**config.mk**
```make
export PLATFORM = sky130hd
export DESIGN_NAME = uart_boot_loader_ctrl_flat
export DESIGN_NICKNAME = d
export VERILOG_FILES = /design/src/rtl/uart_boot_pkg.sv /design/src/rtl/uart_boot_loader_ctrl_if.sv /design/src/rtl/uart_boot_word_pack.sv /design/src/rtl/uart_boot_loader_ctrl.sv /design/src/flat_wrapper.sv
export SDC_FILE = /design/constraint.sdc
export NUM_CORES = 1
export LEC_CHECK = 0
export ABC_AREA = 1
export CAP_MARGIN = 20
export CORE_UTILIZATION = 60
export DETAILED_ROUTE_END_ITERATION = 10
export PLACE_DENSITY_LB_ADDON = 0.05
export SETUP_SLACK_MARGIN = 0.5
export SLEW_MARGIN = 20
export SYNTH_ARGS = -nofsm -noshare
export SYNTH_HDL_FRONTEND = slang
export SYNTH_HIERARCHICAL = 1
export SYNTH_SLANG_ARGS = --single-unit
```
**constraint.sdc**
```tcl
create_clock -name g_clk -period 4.3 [get_ports g_clk]
set_input_delay 0.645 -clock g_clk [delete_from_list [all_inputs] [get_ports g_clk]]
set_output_delay 0.645 -clock g_clk [all_outputs]
set_load 0.05 [all_outputs]
```
**src/rtl/uart_boot_pkg.sv**
```systemverilog
// Shared constants, state encoding and strobe helper for the UART boot loader.
package uart_boot_pkg;

    localparam logic [7:0] CMD_STORE = 8'h53;
    localparam logic [7:0] CMD_GO    = 8'h47;
    localparam logic [7:0] RSP_ACK   = 8'h06;
    localparam logic [7:0] RSP_NAK   = 8'h15;

    typedef enum logic [2:0] {
        S_IDLE,
        S_ST_ADDR,
        S_ST_LEN,
        S_DATA,
        S_DRAIN,
        S_GO_ADDR,
        S_RESP
    } state_t;

    // Byte enables for a word whose highest filled lane is 'lane'.
    function automatic logic [3:0] lane_strb(input logic [1:0] lane);
        case (lane)
            2'd0:    lane_strb = 4'b0001;
            2'd1:    lane_strb = 4'b0011;
            2'd2:    lane_strb = 4'b0111;
            default: lane_strb = 4'b1111;
        endcase
    endfunction

endpackage

```
**src/rtl/uart_boot_loader_ctrl_if.sv**
```systemverilog
// UART byte streams and memory write port of the boot loader, as one bundle.
interface uart_boot_loader_ctrl_if;

    logic        rx_valid;
    logic [7:0]  rx_data;
    logic        tx_valid;
    logic        tx_ready;
    logic [7:0]  tx_data;
    logic        mem_req;
    logic        mem_gnt;
    logic        mem_error;
    logic [31:0] mem_addr;
    logic [31:0] mem_wdata;
    logic [3:0]  mem_strb;

    modport master (
        input  rx_valid, rx_data, tx_ready, mem_gnt, mem_error,
        output tx_valid, tx_data, mem_req, mem_addr, mem_wdata, mem_strb
    );

    modport slave (
        output rx_valid, rx_data, tx_ready, mem_gnt, mem_error,
        input  tx_valid, tx_data, mem_req, mem_addr, mem_wdata, mem_strb
    );

endinterface

```
**src/rtl/uart_boot_word_pack.sv**
```systemverilog
// Packs payload bytes into words and holds one write on the req/gnt bus.
module uart_boot_word_pack
    import uart_boot_pkg::*;
(
    input  logic        g_clk,
    input  logic        g_reset,
    input  logic        i_base_load,
    input  logic [31:0] i_base_addr,
    input  logic        i_byte_valid,
    input  logic [7:0]  i_byte,
    input  logic [1:0]  i_lane,
    input  logic        i_last,
    input  logic        i_mem_gnt,
    output logic        o_mem_req,
    output logic [31:0] o_mem_addr,
    output logic [31:0] o_mem_wdata,
    output logic [3:0]  o_mem_strb,
    output logic        o_overrun,
    output logic        o_busy
);

    logic [31:0] r_assy;
    logic [31:0] r_next_addr;
    logic [31:0] r_addr;
    logic [31:0] r_wdata;
    logic [3:0]  r_strb;
    logic        r_req;

    logic [31:0] w_word;
    logic        w_complete;
    logic        w_accept;

    // NOTE: every always_comb output gets a default first, so no path can infer a latch.
    always_comb begin
        w_word = (i_lane == 2'd0) ? 32'd0 : r_assy;
        case (i_lane)
            2'd0:    w_word[7:0]   = i_byte;
            2'd1:    w_word[15:8]  = i_byte;
            2'd2:    w_word[23:16] = i_byte;
            default: w_word[31:24] = i_byte;
        endcase
    end

    assign w_complete = i_byte_valid && ((i_lane == 2'd3) || i_last);
    // A grant in the same cycle frees the write register for the new word.
    assign w_accept   = w_complete && (!r_req || i_mem_gnt);
    assign o_overrun  = w_complete && !w_accept;

    // NOTE: sequential state uses non-blocking assignments so all registers update together.
    always_ff @(posedge g_clk) begin
        if (g_reset) begin
            r_assy      <= '0;
            r_next_addr <= '0;
            r_addr      <= '0;
            r_wdata     <= '0;
            r_strb      <= '0;
            r_req       <= 1'b0;
        end else begin
            if (i_byte_valid)
                r_assy <= w_word;
            if (i_base_load)
                r_next_addr <= i_base_addr;
            else if (w_complete)
                r_next_addr <= r_next_addr + 32'd4;
            if (w_accept) begin
                r_req   <= 1'b1;
                r_addr  <= r_next_addr;
                r_wdata <= w_word;
                r_strb  <= lane_strb(i_lane);
            end else if (r_req && i_mem_gnt) begin
                r_req <= 1'b0;
            end
        end
    end

    assign o_mem_req   = r_req;
    assign o_mem_addr  = r_addr;
    assign o_mem_wdata = r_wdata;
    assign o_mem_strb  = r_strb;
    assign o_busy      = r_req;

endmodule

```
**src/rtl/uart_boot_loader_ctrl.sv**
```systemverilog
// Host command frame sequencer: STORE writes memory, GO releases the CPU; each frame gets ACK/NAK.
module uart_boot_loader_ctrl
    import uart_boot_pkg::*;
#(
    parameter int unsigned TIMEOUT_CYCLES  = 2_000_000,
    parameter logic [31:0] RESET_BOOT_ADDR = 32'h0000_0000
)(
    input  logic                    g_clk,
    input  logic                    g_reset,
    uart_boot_loader_ctrl_if.master bus,
    output logic                    cpu_hold,
    output logic [31:0]             boot_addr
);

    localparam logic [31:0] TIMEOUT_LAST = 32'(TIMEOUT_CYCLES - 1);

    state_t      r_state;
    state_t      w_next;
    logic [31:0] r_cnt;
    logic [31:0] r_shift;
    logic [31:0] r_len;
    logic [31:0] r_idle_cnt;
    logic [31:0] r_boot_addr;
    logic        r_cpu_hold;
    logic        r_err;
    logic [7:0]  r_tx_data;

    logic [31:0] w_field;
    logic        w_field_done;
    logic        w_counting;
    logic        w_timeout;
    logic        w_last;
    logic        w_err_set;
    logic        w_overrun;
    logic        w_busy;

    // Multi-byte fields arrive little-endian, so each byte enters at the top.
    assign w_field      = {bus.rx_data, r_shift[31:8]};
    assign w_field_done = bus.rx_valid && (r_cnt[1:0] == 2'd3);
    assign w_counting   = r_state inside {S_ST_ADDR, S_ST_LEN, S_DATA, S_GO_ADDR};
    assign w_timeout    = w_counting && !bus.rx_valid && (r_idle_cnt == TIMEOUT_LAST);
    assign w_last       = (r_cnt == r_len - 32'd1);

    always_comb begin
        w_next    = r_state;
        w_err_set = 1'b0;
        case (r_state)
            S_IDLE: if (bus.rx_valid) begin
                if (bus.rx_data == CMD_STORE)   w_next = S_ST_ADDR;
                else if (bus.rx_data == CMD_GO) w_next = S_GO_ADDR;
                else begin
                    w_err_set = 1'b1;
                    w_next    = S_RESP;
                end
            end
            S_ST_ADDR: if (w_field_done) begin
                if (w_field[1:0] != 2'b00) begin
                    w_err_set = 1'b1;
                    w_next    = S_RESP;
                end else begin
                    w_next = S_ST_LEN;
                end
            end
            S_ST_LEN:  if (w_field_done) w_next = (w_field == 32'd0) ? S_RESP : S_DATA;
            S_DATA:    if (bus.rx_valid && w_last) w_next = S_DRAIN;
            S_DRAIN:   if (!w_busy || bus.mem_gnt) w_next = S_RESP;
            S_GO_ADDR: if (w_field_done) w_next = S_RESP;
            S_RESP:    if (bus.tx_ready) w_next = S_IDLE;
            default:   w_next = S_IDLE;
        endcase
        if (w_timeout) begin
            w_err_set = 1'b1;
            w_next    = S_RESP;
        end
        if (w_overrun || (bus.mem_req && bus.mem_gnt && bus.mem_error))
            w_err_set = 1'b1;
    end

    always_ff @(posedge g_clk) begin
        if (g_reset) begin
            r_state     <= S_IDLE;
            r_cnt       <= '0;
            r_shift     <= '0;
            r_len       <= '0;
            r_idle_cnt  <= '0;
            r_boot_addr <= RESET_BOOT_ADDR;
            r_cpu_hold  <= 1'b1;
            r_err       <= 1'b0;
            r_tx_data   <= '0;
        end else begin
            r_state    <= w_next;
            r_idle_cnt <= (w_counting && !bus.rx_valid) ? r_idle_cnt + 32'd1 : 32'd0;
            if (r_state != w_next)
                r_cnt <= '0;
            else if (bus.rx_valid && w_counting)
                r_cnt <= r_cnt + 32'd1;
            if (bus.rx_valid)
                r_shift <= w_field;
            if (r_state == S_ST_LEN && w_field_done)
                r_len <= w_field;
            if (r_state == S_GO_ADDR && w_field_done) begin
                r_boot_addr <= w_field;
                r_cpu_hold  <= 1'b0;
            end
            if (r_state == S_RESP && bus.tx_ready)
                r_err <= 1'b0;
            if (w_err_set)
                r_err <= 1'b1;
            // Response byte is frozen on entry so a late write error cannot alter it mid-handshake.
            if (w_next == S_RESP && r_state != S_RESP)
                r_tx_data <= (r_err || w_err_set) ? RSP_NAK : RSP_ACK;
        end
    end

    uart_boot_word_pack u_pack (
        .g_clk        (g_clk),
        .g_reset      (g_reset),
        .i_base_load  (r_state == S_ST_ADDR && w_field_done),
        .i_base_addr  (w_field),
        .i_byte_valid (bus.rx_valid && r_state == S_DATA),
        .i_byte       (bus.rx_data),
        .i_lane       (r_cnt[1:0]),
        .i_last       (w_last),
        .i_mem_gnt    (bus.mem_gnt),
        .o_mem_req    (bus.mem_req),
        .o_mem_addr   (bus.mem_addr),
        .o_mem_wdata  (bus.mem_wdata),
        .o_mem_strb   (bus.mem_strb),
        .o_overrun    (w_overrun),
        .o_busy       (w_busy)
    );

    assign bus.tx_valid = (r_state == S_RESP);
    assign bus.tx_data  = r_tx_data;
    assign cpu_hold     = r_cpu_hold;
    assign boot_addr    = r_boot_addr;

endmodule

```
**src/flat_wrapper.sv**
```systemverilog
// flat-port wrapper written by rule: the top's interface ports become plain ports
module uart_boot_loader_ctrl_flat import uart_boot_pkg::*;
#(
    parameter int unsigned TIMEOUT_CYCLES  = 2_000_000,
    parameter logic [31:0] RESET_BOOT_ADDR = 32'h0000_0000
)
  (g_clk, g_reset, cpu_hold, boot_addr, bus_rx_valid, bus_rx_data, bus_tx_ready, bus_mem_gnt, bus_mem_error, bus_tx_valid, bus_tx_data, bus_mem_req, bus_mem_addr, bus_mem_wdata, bus_mem_strb);
  uart_boot_loader_ctrl_if bus_i ();
  input  logic g_clk;
  input  logic g_reset;
  output logic cpu_hold;
  output logic [31:0] boot_addr;
  input wire logic [$bits(bus_i.rx_valid)-1:0] bus_rx_valid;
  input wire logic [$bits(bus_i.rx_data)-1:0] bus_rx_data;
  input wire logic [$bits(bus_i.tx_ready)-1:0] bus_tx_ready;
  input wire logic [$bits(bus_i.mem_gnt)-1:0] bus_mem_gnt;
  input wire logic [$bits(bus_i.mem_error)-1:0] bus_mem_error;
  output wire logic [$bits(bus_i.tx_valid)-1:0] bus_tx_valid;
  output wire logic [$bits(bus_i.tx_data)-1:0] bus_tx_data;
  output wire logic [$bits(bus_i.mem_req)-1:0] bus_mem_req;
  output wire logic [$bits(bus_i.mem_addr)-1:0] bus_mem_addr;
  output wire logic [$bits(bus_i.mem_wdata)-1:0] bus_mem_wdata;
  output wire logic [$bits(bus_i.mem_strb)-1:0] bus_mem_strb;
  assign bus_i.rx_valid = bus_rx_valid;
  assign bus_i.rx_data = bus_rx_data;
  assign bus_i.tx_ready = bus_tx_ready;
  assign bus_i.mem_gnt = bus_mem_gnt;
  assign bus_i.mem_error = bus_mem_error;
  assign bus_tx_valid = bus_i.tx_valid;
  assign bus_tx_data = bus_i.tx_data;
  assign bus_mem_req = bus_i.mem_req;
  assign bus_mem_addr = bus_i.mem_addr;
  assign bus_mem_wdata = bus_i.mem_wdata;
  assign bus_mem_strb = bus_i.mem_strb;
  uart_boot_loader_ctrl #(.TIMEOUT_CYCLES(TIMEOUT_CYCLES), .RESET_BOOT_ADDR(RESET_BOOT_ADDR)) u_core (.g_clk(g_clk), .g_reset(g_reset), .bus(bus_i), .cpu_hold(cpu_hold), .boot_addr(boot_addr));
endmodule
```
# After elaboration in Yosys (flattened, before gate mapping)
# Cells that the tools add are included.
# totals
regBits	306
inputBits	14
output_inout_bits	111
wordCells	104
# op_classes
n_addsub	4
eq_ne	16
muxes	34
bitwise	1
reduce_logical	34
# ops
op	n
2-to-1 mux 32 bit	3
adder 32 x 1 -> 32 bit (second input constant)	2
2-to-1 mux 3 bit	11
adder 32 x 3 -> 32 bit (second input constant)	1
== test 32 x 21 -> 1 bit (second input constant)	1
== test 32 bit	1
zero test 32 bit	1
2-to-1 mux 8 bit	4
subtractor 32 x 1 -> 32 bit (second input constant)	1
one-hot mux 3 bit (7 select lines)	1
== test 8 x 7 -> 1 bit (second input constant)	2
logical AND 1 bit	16
== test 3 bit (second input constant)	4
one-hot mux 4 bit (3 select lines)	1
2-to-1 mux 1 bit	11
nonzero test 2 bit	4
== test 3 x 2 -> 1 bit (second input constant)	2
2-to-1 mux 5 bit	1
== test 2 bit (second input constant)	2
logical OR 1 bit	4
nonzero test 4 bit	1
OR reduction 2 bit	2
== test 3 x 1 -> 1 bit (second input constant)	1
zero test 1 bit	3
other kinds (9)	9

# Longest topological paths before layout
# depth
word_depth	11
ltp_mapped	25
ltp_nobuf	24

# Modules after synthesis
# Netlist, hierarchy kept.
# modules_own_cells
mod	instances	cells_each	area_each_um2	seq_area_each_um2
uart_boot_loader_ctrl	1	1250	8585.7	3203.1
uart_boot_word_pack	1	849	6000.8	2662.6

# Worst setup path after synthesis
# OpenSTA, ideal clock, no wires.
# synth_timing
path_kind	register to register
startpoint	register u_core.r_len[0]
endpoint	register u_core.r_tx_data[1], in the netlist u_core/bus.tx_data[1]
setup_ns	0.117
t_arrival_ns	2.757
required_ns	4.183
path_slack_ns	1.426
stages_incl_launch_ff	24
path_buffers	1
period_less_slack_ns	2.874
cell_sequence	dfxtp_1 -> inv_2 -> ha_1 -> nand2_2 -> xor2_1 -> xor2_1 -> nand4_1 -> nor3b_1 -> nand3_1 -> nor2_1 -> nand3_1 -> nor4_1 -> inv_1 -> nand2_2 -> nand2_4 -> buf_6 -> nor2_1 -> a31o_2 -> inv_1 -> nand4_1 -> nor2_1 -> nand3b_1 -> nand2_1 -> nor2_1
# synth_between
elab_chain_cells	11
word_cells_on_any_way	17
cone_classes	1 x add/sub; 2 x eq/ne; 5 x mux; 9 x reduce/logical
# synth_rtl
item	line_no	text
from (decl)	uart_boot_loader_ctrl.sv:21	logic [31:0] r_len;
from (signal assigned)	uart_boot_loader_ctrl.sv:100	r_len <= w_field;
subtractor 32 x 1 -> 32 bit (*)	uart_boot_loader_ctrl.sv:42	assign w_last = (r_cnt == r_len - 32'd1);
== test 32 bit (*)	uart_boot_loader_ctrl.sv:42	
via u_core.w_last	uart_boot_loader_ctrl.sv:32	logic w_last;
logical OR 1 bit (*)	uart_boot_word_pack.sv:44	assign w_complete = i_byte_valid && ((i_lane == 2'd3) || i_last);
logical AND 1 bit (*)	uart_boot_word_pack.sv:44	
logical AND 1 bit	uart_boot_word_pack.sv:46	assign w_accept = w_complete && (!r_req || i_mem_gnt);
zero test 1 bit	uart_boot_word_pack.sv:47	assign o_overrun = w_complete && !w_accept;
logical AND 1 bit (*)	uart_boot_word_pack.sv:47	
via u_core.w_overrun	uart_boot_loader_ctrl.sv:34	logic w_overrun;
logical OR 1 bit (*)	uart_boot_loader_ctrl.sv:75	if (w_overrun || (bus.mem_req && bus.mem_gnt && bus.mem_error))
2-to-1 mux 1 bit (*)	uart_boot_loader_ctrl.sv:75	
logical OR 1 bit (*)	uart_boot_loader_ctrl.sv:111	r_tx_data <= (r_err || w_err_set) ? RSP_NAK : RSP_ACK;
2-to-1 mux 5 bit (*)	uart_boot_loader_ctrl.sv:111	
to (signal assigned)	uart_boot_loader_ctrl.sv:111	
to (decl)	uart_boot_loader_ctrl.sv:26	logic [7:0] r_tx_data;
# The timed path passes the listed nets; every way through them passes the cells marked *.
# A chain may end at the register's enable or synchronous reset.

# Final worst setup path
# layout_timing
startpoint	register u_core.r_len[0]
endpoint	register u_core.r_tx_data[0], in the netlist u_core/bus.tx_data[0]
# The elaborated chain is that of the path after synthesis.

==> metrics <==
status=finished clean; Primary FF master, synth=dfxtp_1; Die ar.=24900 sq um; Reg2Reg Launch Point=u_core/r_len[0]; detailed-route via count=between 10000 and 15000; Routed Antenna Nets=0; Initial Util=between 60 and 70%; share of the synthesized area in the top cell type=about two fifths; final worst-path cycle share=roughly four fifths; Initial DRC Count=1465; placed inst area=between 15000 and 20000 sq um; worst hold path type=in -> reg; Area Growth Syn to Fin=16.4%; most common cell after layout, fill and taps aside=nand2_1; data required time of the worst path=roughly 4.8 ns; Max Cap Viol=0; vias in the first global route=between 10000 and 15000; RSZ-0062 raised after global routing=false; hold depth=2; Max clock buf depth=3; Netlist cell types=47; largest net degree at the start of global routing=74; Cells after Synth=2099; GR Util met2=about 53%; Synth warnings=6; aggregate routed wire length=41000 microns; M3 GR Usage=4.27%; Max Slew Vio Count=0; Final Skew=between 0.009 and 0.01 ns; CTS root buf=clkbuf_16; diodes inserted=0; DIE WIDTH=between 150 and 200 microns; hold-fix buffer count after cts=0; DPL Wire Length=28900 microns; chip height=~160 microns; DR WL/cell=around 16 microns; RD Place Congestion=approximately 0.94; Setup TNS=0 ns; Synth Area per Inst=roughly 7 sq um; most frequent cells in the layout=358 x nand2_1, 310 x nor2_1, 293 x dfxtp_1; Area contributors post-synth=dfxtp_1 40%, nand2_1 9.2%, nor2_1 8.0%; GRT Overall Usage=between 30% and 40%; Yosys reg bits=approximately 300; worst path bufs/invs=3; clk sinks=around 290; CP max stage delay=0.36 ns; share of cells above drive strength 1=approximately 7.7%; CTS tree=done; Crit. End Element=flop; Reg2Reg Depth=21; r2r endpoint=u_core/bus.tx_data[0]; Syn Std Cell Area=between 10000 and 15000 sq um; met1 Use GR=about 46%; max_slew headroom=around 44%; post-route cell area=approximately 17000 sq um; f_max=roughly 290 MHz; Hold Startpoint=g_reset; # IOs=between 100 and 150; CP arrival=approximately 4.0 ns; sequential element share of the synthesized area=40.2%; setup slack, reg-to-reg=just over 0.8 ns; initial antenna violation count=0; depth of the CTS H-tree=1; clk_lat worst skew=approximately 0.56 ns; CP Max Fanout=12; nets=between 2000 and 2500; IO Port Bufs=120; DR vias/cell=5.55; Fin. Hold Viols=0; DRC Markers=0; row count=56; first-pass GRT wire length=between 60000 and 70000 microns; Pleak=just under 7 nW; Slew @ Worst Pin=0.837 ns; VDD IR max=0.293 mV; endpoints failing setup=0; Post-synth EDFFs=0; minimum clock period=around 3.5 ns; CP cell instances=inv_2 -> ha_1 -> nand2_2 -> xor2_1 -> xor2_1 -> nand4_1 -> nor3b_1 -> nand3_1 -> nor2_1 -> nand3_1 -> nor4_2 -> inv_1 -> nand2_2 -> nand2_4 -> nor2_1 -> a31o_2 -> inv_1 -> nand4_1 -> nor2_1 -> nand3b_1 -> a21oi_1; busiest layer in global routing=met2; Reg clk slew, reported paths=approximately 0.070 ns; cell class contributing the biggest share of worst-path delay=simple AND/OR/NAND/NOR gates; post-CTS setup buffer count=0; critical path's most frequent cell=nor2_1; worst min-delay path endpoint=u_core/r_state[0]; Pre-Repair DR Iteration Count=5; async set-reset flop share out of synthesis=0%; CP Launch Type=flop; Crit Path Category=reg -> reg; Crit-path slowest cell=dfxtp_1; leading area contributor after synthesis=dfxtp_1; Power Dens Cells=352 nW/um^2; Std-Cell Core Area=23700 sq um; GRT overflow=0; Num CTS Buffers=31
-- registers in the layout (all words and copies together), names as in the netlist --
name,count
u_core/boot_addr,32
u_core/bus.tx_data,3
u_core/cpu_hold,1
u_core/r_cnt,32
u_core/r_err,1
u_core/r_idle_cnt,32
u_core/r_len,32
u_core/r_shift,24
u_core/r_state,3
u_core/u_pack/o_busy,1
u_core/u_pack/o_mem_addr,32
u_core/u_pack/o_mem_strb,4
u_core/u_pack/o_mem_wdata,32
u_core/u_pack/r_assy,32
u_core/u_pack/r_next_addr,32
-- area by class of cell --
cell class	instances	area (sq um)
clock buffer	41	853
clock inverter	17	230
fill	2044	6700
inverter	251	945
multi-input combinational	1467	7340
sequential	293	5870
tap	319	399
timing repair buffer	137	1350
-- how the worst max path moves through the flow --
stage | from | cells past startpoint | to | slack (ns)
3_5_place_dp | bus_rx_data[6] | 14 | u_core/r_cnt[25] | 0.61
4_1_cts | u_core/r_len[0] | 18 | u_core/u_pack/o_mem_addr[5] | 0.56
2_1_floorplan | u_core/r_len[0] | 23 | u_core/bus.tx_data[1] | 1.43
3_3_place_gp | bus_rx_data[6] | 14 | u_core/r_cnt[25] | 0.74
5_1_grt | u_core/r_len[0] | 21 | u_core/bus.tx_data[0] | 0.53
6_report | u_core/r_len[0] | 21 | u_core/bus.tx_data[0] | 0.82
-- worst register-to-register path: stages (launching register included) --
cell and delay [ns]:
dfxtp_1 0.36, inv_2 0.08, ha_1 0.24, nand2_2 0.18, xor2_1 0.27, xor2_1 0.17, nand4_1 0.09, nor3b_1 0.22
nand3_1 0.10, nor2_1 0.11, nand3_1 0.09, nor4_2 0.25, inv_1 0.10, nand2_2 0.11, nand2_4 0.16, nor2_1 0.19
a31o_2 0.13, inv_1 0.04, nand4_1 0.12, nor2_1 0.05, nand3b_1 0.18, a21oi_1 0.16
-- Yosys cell counts, types with 2 or more instances --
| cell type | instances |
|---|---|
| nand2_1 | 358 |
| nor2_1 | 311 |
| dfxtp_1 | 293 |
| inv_1 | 237 |
| o21ai_0 | 222 |
| a21oi_1 | 160 |
| nand3_1 | 103 |
| xor2_1 | 59 |
| clkbuf_1 | 57 |
| nor3_1 | 46 |
| nand4_1 | 34 |
| nor3_2 | 32 |
| nor4_1 | 19 |
| nor2_2 | 18 |
| o22ai_1 | 16 |
| xnor2_1 | 16 |
| buf_2 | 14 |
| buf_6 | 10 |
| inv_2 | 10 |
| nor2_4 | 10 |
| nand2_2 | 9 |
| nor3b_1 | 8 |
| buf_4 | 7 |
| nand3b_1 | 5 |
| a31oi_1 | 4 |
| clkinv_1 | 4 |
| ha_1 | 4 |
| nand2_4 | 4 |
| a22o_1 | 3 |
| buf_1 | 3 |
| nand3_2 | 3 |
| or2_2 | 3 |
| a211oi_1 | 2 |
| nor2_8 | 2 |
-- cells by family after synthesis --
family	synth area share, %
flops	40.2
fa+ha+maj	0.343
compound gates	14.7
xor+xnor	4.61
other cells	0.0257
buf+inv	9.62
simple gates	30.5
-- stage by stage --
step                setup WS, ns  std cells  power [mW]  hold WS, ns  utilization (%)
finish                     0.816       2525        5.98        0.373             71.7
global route               0.533       2525        6.15        0.345             71.7
CTS                        0.562       2524        6.01        0.351             71.5
detailed placement         0.608       2466        3.21        0.440             67.0
global placement           0.742       2466        3.20        0.442             67.0
floorplan                   1.43       2102        3.11        0.430                -
-- where the power goes --
part | total (mW) | switching (mW) | internal, mW | leakage (nW)
Clock | 2.82 | 1.12 | 1.70 | 0.530
Sequential | 2.79 | 0.0454 | 2.74 | 2.37
Combinational | 0.373 | 0.282 | 0.0917 | 4.00
-- per-layer routing --
metal	up-vias	share of wire, %	routed length, microns
li1	6959	-	-
met1	6519	45	18600
met2	477	45	18600
met3	66	6.8	2780
met4	0	2.5	1020
met5	-	0	0
-- what timing repair did --
action / in CTS / in global routing
endpoints found under the setup margin: 0 / 62
gates resized for setup: 0 / 7
endpoints found under the hold margin: 0 / 0
(Power assumes the default switching activity.)
